**src/rtl/if_next_pc_btb.sv**
```systemverilog
// +----------------------------------------------------------------------------+
// | Module      : if_next_pc_btb                                               |
// | Description : IF-stage next-PC unit with a direct-mapped BTB and IF->ID    |
// |               prediction tracking; detects mispredicts when ID resolves.   |
// | Option      : BTB_BYPASS_EN - forward a same-cycle BTB write into lookup.  |
// | Revision    : 1.0                                                          |
// +----------------------------------------------------------------------------+
`default_nettype none

module if_next_pc_btb #(
    parameter int                ADDR_W      = 32,
    parameter int                BTB_ENTRIES = 16,
    parameter logic [ADDR_W-1:0] RESET_PC    = {ADDR_W{1'b0}}
) (
    input  logic              clk,
    input  logic              rst_n,
    input  logic              stall_if,
    input  logic              predict_br_taken,
    input  logic              brch_instr_detectd_ID,
    input  logic              brch_hazard_stall,
    input  logic              actual_brch_result,
    input  logic [ADDR_W-1:0] brch_target_ID,
    output logic [ADDR_W-1:0] pc_IF,
    output logic              btb_hit_IF,
    output logic              pred_taken_ID,
    output logic              mispredict_flush
);

    localparam int IDX_W = $clog2(BTB_ENTRIES);
    localparam int TAG_W = ADDR_W - IDX_W - 2;
    localparam logic [ADDR_W-1:0] C_PC_STEP = ADDR_W'(4);

    logic [ADDR_W-1:0] pc_q, pc_d;
    logic [ADDR_W-1:0] pc_id_q, pc_id_d;
    logic [ADDR_W-1:0] pred_tgt_q, pred_tgt_d;
    logic              pred_taken_q, pred_taken_d;

    logic [BTB_ENTRIES-1:0] valid_q;
    logic [TAG_W-1:0]       tag_q [BTB_ENTRIES];
    logic [ADDR_W-1:0]      tgt_q [BTB_ENTRIES];

    logic [IDX_W-1:0]  lk_idx, wr_idx;
    logic [TAG_W-1:0]  lk_tag, wr_tag;
    logic [ADDR_W-1:0] lk_tgt;
    logic              lk_hit;
    logic              eff_pred;
    logic              resolve;
    logic              wr_en;
    logic              flush;

    assign lk_idx = pc_q[IDX_W+1:2];
    assign lk_tag = pc_q[ADDR_W-1:IDX_W+2];
    assign wr_idx = pc_id_q[IDX_W+1:2];
    assign wr_tag = pc_id_q[ADDR_W-1:IDX_W+2];

    assign resolve = brch_instr_detectd_ID & ~brch_hazard_stall;
    // Only taken resolutions allocate; reset blocks the write so a held reset is inert.
    assign wr_en   = rst_n & resolve & actual_brch_result;

    always_comb begin
        lk_hit = valid_q[lk_idx] && (tag_q[lk_idx] == lk_tag);
        lk_tgt = tgt_q[lk_idx];
`ifdef BTB_BYPASS_EN
        if (wr_en && (wr_idx == lk_idx)) begin
            lk_hit = (wr_tag == lk_tag);
            lk_tgt = brch_target_ID;
        end
`endif
    end

    assign eff_pred = predict_br_taken & lk_hit;

    always_comb begin
        flush = 1'b0;
        if (rst_n && resolve) begin
            if (actual_brch_result) begin
                flush = ~pred_taken_q | (pred_tgt_q != brch_target_ID);
            end else begin
                flush = pred_taken_q;
            end
        end
    end

    always_comb begin
        pc_d         = pc_q + C_PC_STEP;
        pc_id_d      = pc_id_q;
        pred_tgt_d   = pred_tgt_q;
        pred_taken_d = pred_taken_q;

        if (flush) begin
            pc_d = actual_brch_result ? brch_target_ID : (pc_id_q + C_PC_STEP);
        end else if (stall_if) begin
            pc_d = pc_q;
        end else if (eff_pred) begin
            pc_d = lk_tgt;
        end

        if (!stall_if) begin
            pc_id_d      = pc_q;
            pred_tgt_d   = lk_tgt;
            pred_taken_d = eff_pred;
        end
        // A flushed slot becomes a bubble regardless of stall.
        if (flush) begin
            pred_taken_d = 1'b0;
        end
    end

    always_ff @(posedge clk) begin
        if (!rst_n) begin
            pc_q         <= RESET_PC;
            pc_id_q      <= {ADDR_W{1'b0}};
            pred_tgt_q   <= {ADDR_W{1'b0}};
            pred_taken_q <= 1'b0;
        end else begin
            pc_q         <= pc_d;
            pc_id_q      <= pc_id_d;
            pred_tgt_q   <= pred_tgt_d;
            pred_taken_q <= pred_taken_d;
        end
    end

    always_ff @(posedge clk) begin
        if (!rst_n) begin
            valid_q <= {BTB_ENTRIES{1'b0}};
        end else if (wr_en) begin
            valid_q[wr_idx] <= 1'b1;
        end
    end

    // Tag/target storage carries no reset; entries are gated by valid_q.
    always_ff @(posedge clk) begin
        if (wr_en) begin
            tag_q[wr_idx] <= wr_tag;
            tgt_q[wr_idx] <= brch_target_ID;
        end
    end

    assign pc_IF            = pc_q;
    assign btb_hit_IF       = lk_hit;
    assign pred_taken_ID    = pred_taken_q;
    assign mispredict_flush = flush;

endmodule

`default_nettype wire

```
**config.mk**
```make
export PLATFORM = sky130hd
export DESIGN_NAME = if_next_pc_btb
export DESIGN_NICKNAME = d
export VERILOG_FILES = /design/src/rtl/if_next_pc_btb.sv
export SDC_FILE = /design/constraint.sdc
export NUM_CORES = 1
export LEC_CHECK = 0
export CAP_MARGIN = 10
export CORE_ASPECT_RATIO = 0.7
export CORE_UTILIZATION = 38
export CTS_CLUSTER_SIZE = 12
export DETAILED_ROUTE_END_ITERATION = 7
export GPL_ROUTABILITY_DRIVEN = 0
export REMOVE_ABC_BUFFERS = 1
export SLEW_MARGIN = 10
export SYNTH_ARGS = -nofsm -noshare
export SYNTH_HDL_FRONTEND = slang
export SYNTH_SLANG_ARGS = --single-unit
```
**constraint.sdc**
```tcl
create_clock -name clk -period 21.5 [get_ports clk]
set_input_delay 5.375 -clock clk [delete_from_list [all_inputs] [get_ports clk]]
set_output_delay 5.375 -clock clk [all_outputs]
set_load 0.01 [all_outputs]
```
==> results of run 1 <==
path summary, 6_finish.rpt:
path | from | slack, ps | endpoint | cells after the start
worst max register to register | register | 15100 | pc_IF[27] | 12
worst min register to register | valid_q[0] | 470 | valid_q[0] | 2
worst max-delay path | brch_target_ID[28] | 7240 | mispredict_flush | 7
worst min-delay path | valid_q[0] | 470 | valid_q[0] | 2
cell usage after synthesis (7+ instances only):
master    count
edfxtp_1    928
nor3_1       21
clkbuf_1     74
buf_1        22
nor4_1       12
mux2_2       13
mux2i_1     140
a221oi_1      9
a22oi_1      12
and2_1       14
a31oi_1      11
mux4_2      239
nor2b_1      13
nand2_1     124
nand3_1      27
nand2b_1      9
or3_1         7
inv_1        22
mux4_1       10
dfxtp_1     117
and3_1       15
a21o_1        7
xnor2_1      44
a21oi_1      78
nand4_1      18
xor2_1       52
o21ai_0      16
buf_2        27
o211ai_1     11
o311ai_0     10
buf_4        13
a211oi_1      8
nor2_1      131
critical path: cells and delay by family:
family                 cells  cell delay [ps]
XOR/XNOR                   1              300
buffers and inverters      2             1550
AND/OR/NAND/NOR            4             1650
cell families (layout without fill, tap and decap cells):
logic type | after synthesis | in the layout | share of synthesized area [%]
and+or+nand+nor | 412 | 412 | 4.58
AOI/OAI and AO/OA | 203 | 203 | 3.23
buffers and inverters | 170 | 331 | 1.86
xor gates and xnor gates | 97 | 97 | 2.02
adders and majority gates | 5 | 5 | 0.147
DFF | 1045 | 1045 | 71.2
muxes | 402 | 402 | 17.0
layout by cell type, fill, tap and decap left out, drive strengths merged, types with 14 or more instances in the layout:
cell type and count:
edfxtp 928, mux4 249, clkbuf 161, mux2i 140, nor2 131, nand2 124, dfxtp 117, a21oi 78
clkdlybuf4s50 71, buf 59, xor2 52, xnor2 45, inv 28, nand3 27, nor3 21, nand4 18
o21ai 16, and3 15, and2 14
registers in the layout, indices dropped and copies added (netlist names), named ones only:
register	count
valid_q	16
pc_IF	32
pc_id_q	32
pred_taken_ID	1
tag_q	416
tgt_q	512
pred_tgt_q	32
where the power goes:
part	total (W)	internal (W)	leakage [nW]	switching [W]
logic	0.000266	0.000124	4.12	0.000142
registers	0.00224	0.00221	9.63	0.0000264
clock network	0.00164	0.000893	1.42	0.000747
total	0.00414	0.00323	15.2	0.000916
per-stage QoR:
step	hold slack [ps]	utilization [%]
finish	472	43.2
global route	488	43.2
CTS	474	43.2
detailed placement	459	40.5
global placement	444	40.5
floorplan	435	-
final cells by class:
cell class	instances	share of cell area (%)
Tap cell	1456	3.81
Clock buffer	161	5.86
Sequential cell	1045	63.2
Inverter	26	0.212
Timing Repair Buffer	130	2.41
Clock inverter	14	0.361
Multi-Input combinational cell	1119	24.1
per-layer routing:
layer / global-route usage (%) / vias up
li1: - / 9499
met1: 30.1 / 12193
met2: 30.6 / 957
met3: 4.04 / 186
met4: 5.39 / 10
met5: 0 / -
==> summary.md, run 1 <==
| Metric | Value |
|---|---|
| Placed insts | 3776 |
| Fin Setup TNS | 0 ps |
| Netlist cell types | 71 |
| Met2 WL post-DR | 51300 um |
| Post-route cell area | 47800 um^2 |
| Setup CP Type | primary input to primary output |
| Gr usage total | 20.3% |
| Fmax | 0.0701 GHz |
| Total Power | 0.00414 W |
| RSZ-0062 raised after global routing | no |
| Min Tclk post-route | 14260 ps |
| TritonCTS clock tree | built |
| Crit end category | primary output |
| Count of final setup violators | 0 |
| Layout cells sized above 1 | 18.7% |
| Yosys warns | 0 |
| Post-CTS setup buffers | 0 |
| Nature of the critical path startpoint | primary input |
| Synth top area share | 65.7% |
| Total number of vias | 22845 |
| Worst Hold Class | register to register |
| Die area | 113000 um^2 |
| Congestion Overflow GR | 0 |
| TritonCTS buffer count | 101 |
| Status | complete, no violations |
| Cell Rows | 102 |
| Clock root buffer | clkbuf_16 |
| PortBufs | 73 |
| Asr flop ratio synth | 0% |
| Detailed route wirelength on metal3 | 9010 um |
| Slowest-stage cell, CP | clkdlybuf4s50_1 |
| Pre-CTS setup slack | 7320 ps |
| Fill count | 9470 |
| Worst Path Arrival | 8890 ps |
| Detailed-placement wirelength estimate | 66000 um |
| Clock sinks | 1045 |
| Mapped Cells | 2334 |
| Slew margin rel. | 22.9% |
| DRT met1 WL | 51300 um |
| Setup slack after layout | 7240 ps |
| Tcrit/Tclk final | 66.3% |
| Register area | 30200 um^2 |
| First-pass GRT wire length | 166000 um |
| Top cells by area, synth | edfxtp_1 (66%), mux4_2 (13%), dfxtp_1 (5.5%) |
| Maxcap violations | 0 |
| Worst path required time | 16120 ps |
| Initial antenna violation count | 7 |
| Crit-path max cell delay | 900 ps |
| Worst skew pair latency | 720 ps |
| Final Hold Viols | 0 |
| Uppermost layer routed | met5 |
| Vias in the first global route | 23110 |
| Post-synth EDFFs | 928 |
| Dpl cell area | 44800 um^2 |
| CP Cell Sequence | clkdlybuf4s50_1 -> xor2_1 -> nor4_1 -> nand4_1 -> nor4_1 -> nor2_4 -> clkdlybuf4s50_1 |
| Core area | 111000 um^2 |
| Multi-input gate area in the final layout | 11500 um^2 |
| Die width | 401 um |
| Clk slew on worst S/H paths | 60 ps |
| Antenna-violating nets left | 0 |
| Yosys reg bits | 1045 |
| Pre-antenna DRT Iters | 5 |
| Pin count of the biggest net entering global routing | 90 |
| Layout Nets | 2467 |
| WL per Instance | 28.9 um |
| Synth area leader | edfxtp_1 |
| Post-synthesis sequential area ratio | 71.2% |
| Die height | 282 um |
| Slew Viols, Final | 0 |
| ANT cells | 0 |
| DRC | 0 |
| Predominant post-synthesis flop cell | edfxtp_1 |
| WL final | 114000 um |
| Worst Path Max Fanout | 18 |
| Clk_skew | 63.8 ps |
| P_leak | 15.2 nW |
| VDD IR max | 0.0719 mV |
| Detailed Route Iter0 Violations | 2477 |
| # hold bufs at CTS | 0 |
| Post-Synthesis Cell Area | 42400 um^2 |
| Avg Synthesized Cell Area | 18.2 um^2 |
| Least-Margin Pin Slew | 1150 ps |
| I/O pin count | 74 |
| Starting density of the core | 38.3% |
| PwrDens | 86.6 nW/um^2 |
| Vias per cell | 5.78 |
| Maximum root-to-sink buffer count | 3 |
| Post-CTS sizing | 0 |
| H-tree depth | 3 |
| Layout Cells excl Fill | 3951 |
| Area grow syn2layout | 12.7% |
(Power assumes the default switching activity.)
==> run 2: changes to the inputs <==
clock period = 14.4 ns   (was 21.5 ns; I/O delays follow)
==> run 2 against run 1 <==
Sequential power increased by 49%. First-iteration DRC count up 11%. Hold slack is essentially flat. Non-clock buffer count down 5. Setup slack lost 3600 ps. Flip-flop and latch count did not move. Clock power increased by 51%. Register-to-register slack got worse by 6200 ps. Critical endpoint unchanged. Largest cell class unchanged. Largest power group unchanged. Final cell count increased by 0.10%. Routed wire length is 0.40% lower. Critical path depth rose by 1. Global-route usage fell by 0.16 points.
==> summary.md, run 2 (synthesis results as in run 1) <==
| Metric | Value |
|---|---|
| Status | complete, no violations |
| Post-CTS setup buffers | 0 |
| RSZ-0062 raised after global routing | no |
| Min Tclk post-route | 10710 ps |
| Pre-CTS setup slack | 3730 ps |
| Die area | 113000 um^2 |
| Fmax | 0.0933 GHz |
| Count of final setup violators | 0 |
| P_leak | 15.2 nW |
| Worst skew pair latency | 720 ps |
| Nature of the critical path startpoint | primary input |
| Antenna-violating nets left | 0 |
| Vias per cell | 5.75 |
| Worst path required time | 10800 ps |
| PortBufs | 73 |
| Setup slack after layout | 3690 ps |
| Post-route cell area | 47800 um^2 |
| Tcrit/Tclk final | 74.4% |
| VDD IR max | 0.106 mV |
| Layout cells sized above 1 | 18.7% |
| # hold bufs at CTS | 0 |
| Die width | 401 um |
| Layout Cells excl Fill | 3955 |
| Initial antenna violation count | 7 |
| Most flops, register | tgt_q |
| WL per Instance | 28.8 um |
| Least-Margin Pin Slew | 1170 ps |
| Biggest regs | tgt_q (512), tag_q (416) |
| Slew margin rel. | 21.6% |
| Worst Hold Class | register to register |
| Detailed-placement wirelength estimate | 64700 um |
| Placed insts | 3771 |
| Internal power | 0.00482 W |
| Fill count | 9487 |
| Clock root buffer | clkbuf_16 |
| Slew Viols, Final | 0 |
| Starting density of the core | 38.3% |
| TritonCTS buffer count | 101 |
| Area grow syn2layout | 12.8% |
| PwrDens | 130 nW/um^2 |
| Pin count of the biggest net entering global routing | 122 |
| Commonest non-fill, non-tap cell in the layout | edfxtp_1 |
| Cell Rows | 102 |
| Dpl cell area | 44800 um^2 |
| WL final | 114000 um |
| H-tree depth | 3 |
| Setup CP Type | primary input to primary output |
| Detailed Route Iter0 Violations | 2738 |
| Die height | 282 um |
| Crit end category | primary output |
| Combinational power share | 6.4% |
| Net Switching | 0.00139 W |
| TritonCTS clock tree | built |
| Pre-antenna DRT Iters | 7 |
| Gr usage total | 20.2% |
| Worst Path Arrival | 7110 ps |
| Clk_skew | 64.3 ps |
| Power share of the sequential group | 53.7% |
| Sw frac | 22.3% |
| Clock power share | 39.9% |
| Fin Setup TNS | 0 ps |
| Clock sinks | 1045 |
| First-pass GRT wire length | 164000 um |
| Total Power | 0.00621 W |
| Final Hold Viols | 0 |
| Core area | 111000 um^2 |
| Maxcap violations | 0 |
| Max FFs per register | 512 |
| Maximum root-to-sink buffer count | 3 |
| DRC | 0 |
| I/O pin count | 74 |
| Post-CTS sizing | 0 |
| Commonest cells after routing, fill and taps aside | edfxtp_1 (928), mux4_2 (239), mux2i_1 (140), nand2_1 (124), nor2_1 (119) |
| Vias in the first global route | 22867 |
| Clk slew on worst S/H paths | 60 ps |
| Worst Path Max Fanout | 63 |
| Total number of vias | 22737 |
| Congestion Overflow GR | 0 |
| Layout Nets | 2462 |
-- run 2: cell types whose count changed in the layout (fill, tap and decap cells not counted) --
cell        change
diode_2         +1
buf_12          +2
inv_4           -1
clkbuf_8        -1
clkbuf_1        +3
clkinv_2        +4
buf_4           -7
clkbuf_4        +2
clkinv_4        +2
clkinvlp_4      -1
-- run 2: final cells by class --
cell class | instances | area (um^2) | area share, %
repair buffers | 125 | 1140 | 2.38
clock inverters | 18 | 196 | 0.411
diodes | 1 | 2.50 | 0.00523
inverters | 26 | 101 | 0.212
clock buffers | 165 | 2820 | 5.88
well taps | 1456 | 1820 | 3.81
multi-input cells | 1119 | 11500 | 24.1
flip-flops and latches | 1045 | 30200 | 63.2
-- run 2: final timing paths --
check,start,to,slack (ps),depth (start not counted)
min reg2reg,valid_q[12],valid_q[12],470,2
max,brch_target_ID[28],mispredict_flush,3690,8
min,valid_q[12],valid_q[12],470,2
max reg2reg,register,register,8950,11
-- run 2: per-stage QoR --
| step | util [%] | hold WS, ps |
|---|---|---|
| after global routing | 43.2 | 490 |
| after global placement | 40.5 | 444 |
| after CTS | 43.2 | 473 |
| after floorplan | - | 435 |
| final | 43.2 | 472 |
| after detailed placement | 40.5 | 458 |
-- run 2: worst max-delay path, stage by stage --
cell and delay (ps):
clkdlybuf4s50_1 910, xor2_1 310, nor4_1 570, nand4_1 190, nor4_1 500, nor2_4 40
buf_4 340, clkdlybuf4s50_1 590
-- run 2: power groups by stage --
stage / sequential [W] / combinational [W] / clock, W
final: 0.00334 / 0.000398 / 0.00247
after global routing: 0.00334 / 0.000426 / 0.00264
after CTS: 0.00334 / 0.000401 / 0.00252
after detailed placement: 0.00340 / 0.000399 / 0
after global placement: 0.00340 / 0.000393 / 0
after floorplan: 0.00343 / 0.000298 / 0
-- run 2: routing by layer --
layer  up-vias  GRT usage (%)  wire length, um
li1       9500              -                -
met1     12048           29.3            50700
met2      1000           30.0            50000
met3       177           5.25            10300
met4        12           5.24             2680
met5         -              0               71
==> variant: new RTL, config.mk and constraints of run 2 <==
Add a define of `BTB_BYPASS_EN`.
--- a/src/rtl/if_next_pc_btb.sv
+++ b/src/rtl/if_next_pc_btb.sv
@@ -6,6 +6,8 @@
 // | Revision    : 1.0                                                          |
 // +----------------------------------------------------------------------------+
 `default_nettype none
+
+`define BTB_BYPASS_EN
 
 module if_next_pc_btb #(
     parameter int                ADDR_W      = 32,
Check against the original RTL: not equivalent (a bounded check fails within 4 cycles, from zero or initial values and one cycle with rst_n low).
==> variant against run 2 <==
- via count up 1.5%
- worst setup slack worse by 0.78 ns
- first-iteration DRC count down 7.2%
- cell area up 1.4%
- total power down 0.53%
- wire length up 0.88%
- sequential cell count unchanged
- die area up 1.7%
- synthesized area up 1.7%
- critical path depth unchanged
- global-route usage down 0.32 points
- critical endpoint unchanged
- largest cell class unchanged
==> variant: results (changes against run 2) <==
Synth
  – Top post-synthesis cells by count: edfxtp_1, mux4_2, mux2i_1 (unchanged)
  – Cell count after synthesis: 2394 (was 2334)
  – Top post-synthesis cells by area: edfxtp_1, mux4_2, dfxtp_1 (unchanged)
  – Sequential area share after synthesis: 70.0% (was 71.2%)
  – XOR/XNOR share of the synthesized area: 2.46% (was 2.02%)
  – Synth Warn #: 0 (unchanged)
  – Post-synthesis compound-gate area fraction: 3.72% (was 3.23%)
  – Distinct cell type count of the synthesized netlist: 72 (was 71)
  – Adder-cell share of the synthesized area: 0.145% (was 0.147%)
  – Mux cell area share after synthesis: 17.1% (was 17.0%)

Placement
  – Pre-CTS setup slack: 3.04 ns (was 3.73 ns)
  – DP Area: 45600 um2 (was 44800 um2)
  – Placed cell count: 3893 (was 3771)
  – Count of input and output buffers: 73 (unchanged)
  – Final HPWL from detailed placement: 66.9 mm (was 64.7 mm)

Setup path
  – Worst-case reg-to-reg path depth: 12 (was 11)
  – Worst endpoint data arrival time: 7.89 ns (was 7.11 ns)
  – Slowest stage delay, CP: 0.88 ns (was 0.91 ns)
  – Master of the slowest instance on the critical path: clkdlybuf4s50_1 (unchanged)
  – Worst-path maximum fanout: 45 (was 63)
  – Gate family responsible for the most delay along the worst path: simple AND/OR/NAND/NOR gates (was buffers and inverters)

Detailed routing
  – Detail Route met2 WL: 52.0 mm (was 50.0 mm)
  – Post-Route M1 WL: 52.6 mm (was 50.7 mm)
  – Vias: 23070 (was 22737)
  – Routed length per instance: 28.3 um (was 28.8 um)
  – Final wirelength: 115 mm (was 114 mm)
  – Detailed-router iteration count before antenna repair: 5 (was 7)
  – DRT iter0 DRCs: 2540 (was 2738)
  – Met3 routed wirelength: 7.82 mm (was 10.3 mm)
  – Highest layer used for signal routing: met5 (unchanged)

Cells and area
  – Share of post-route cells with drive strength above 1: 19.5% (was 18.7%)
  – Ant diodes: 0 (was 1)
  – Top Registers: tgt_q (512), tag_q (416) (unchanged)
  – Number of nets in the final layout: 2517 (was 2462)

Global route
  – Total routing usage reported by global routing: 19.8% (was 20.2%)
  – Wire length of the first global-routing pass: 165 mm (was 164 mm)
  – Maximum number of pins on one net before global-route repair: 96 (was 122)
  – GR met2 Demand/Resource: 30.0% (about the same)
  – Initial antenna violation count: 2 (was 7)
  – Met1 usage: 29.6% (was 29.3%)
  – Met3 global-route usage: 3.70% (was 5.25%)

Timing
  – Setup TNS: 0 ns (unchanged)
  – Clock skew: 0.0510 ns (was 0.0643 ns)
  – Worst slew pin tran: 1.22 ns (was 1.17 ns)

Worst hold path
  – Hold depth: 1 (was 2)

Status
  – Outcome: complete, no violations (unchanged)

Power and ir drop
  – Static power due to leakage: 15.0 nW (was 15.2 nW)
  – Peak ir drop on the vdd network: 0.000100 V (was 0.000106 V)

Clocking
  – Clock buffers created by TritonCTS: 100 (was 101)
  – Clock latency on the worst-skew pair: 0.71 ns
  – Buffers inserted by post-CTS timing repair: 0 (unchanged)
  – Post-cts sizing count: 0 (unchanged)
-- variant: cell count changes after synthesis, moves of 15 or more --
cell / change
nor2b_1: +29
a21oi_1: -34
o21a_1: +17
mux2_2: +28
a21boi_0: +18
buf_4: +15
nor2_1: -63
o21ai_0: +25
xor2_1: +31
-- variant: layout make-up --
type | count | area (um2)
tap | 1522 | 1900
fill | 9856 | 64100
timing repair buffer | 133 | 1180
inverter | 16 | 62.6
clock buffer | 150 | 2790
sequential | 1045 | 30200
clock inverter | 10 | 136
multi-input combinational | 1177 | 12200
-- variant: path summary, 6_finish.rpt --
| check | from | endpoint | slack (ns) |
|---|---|---|---|
| setup / recovery | brch_target_ID[20] | mispredict_flush | 2.91 |
| setup reg to reg | register | pc_IF[0] | 8.91 |
| hold reg to reg | valid_q[13] | valid_q[13] | 0.47 |
| hold / removal | valid_q[13] | valid_q[13] | 0.47 |
-- variant: power by group --
part	leakage [nW]	internal, mW	switching (mW)
registers	9.01	3.30	0.0426
clock network	1.42	1.36	1.10
logic	4.57	0.169	0.207
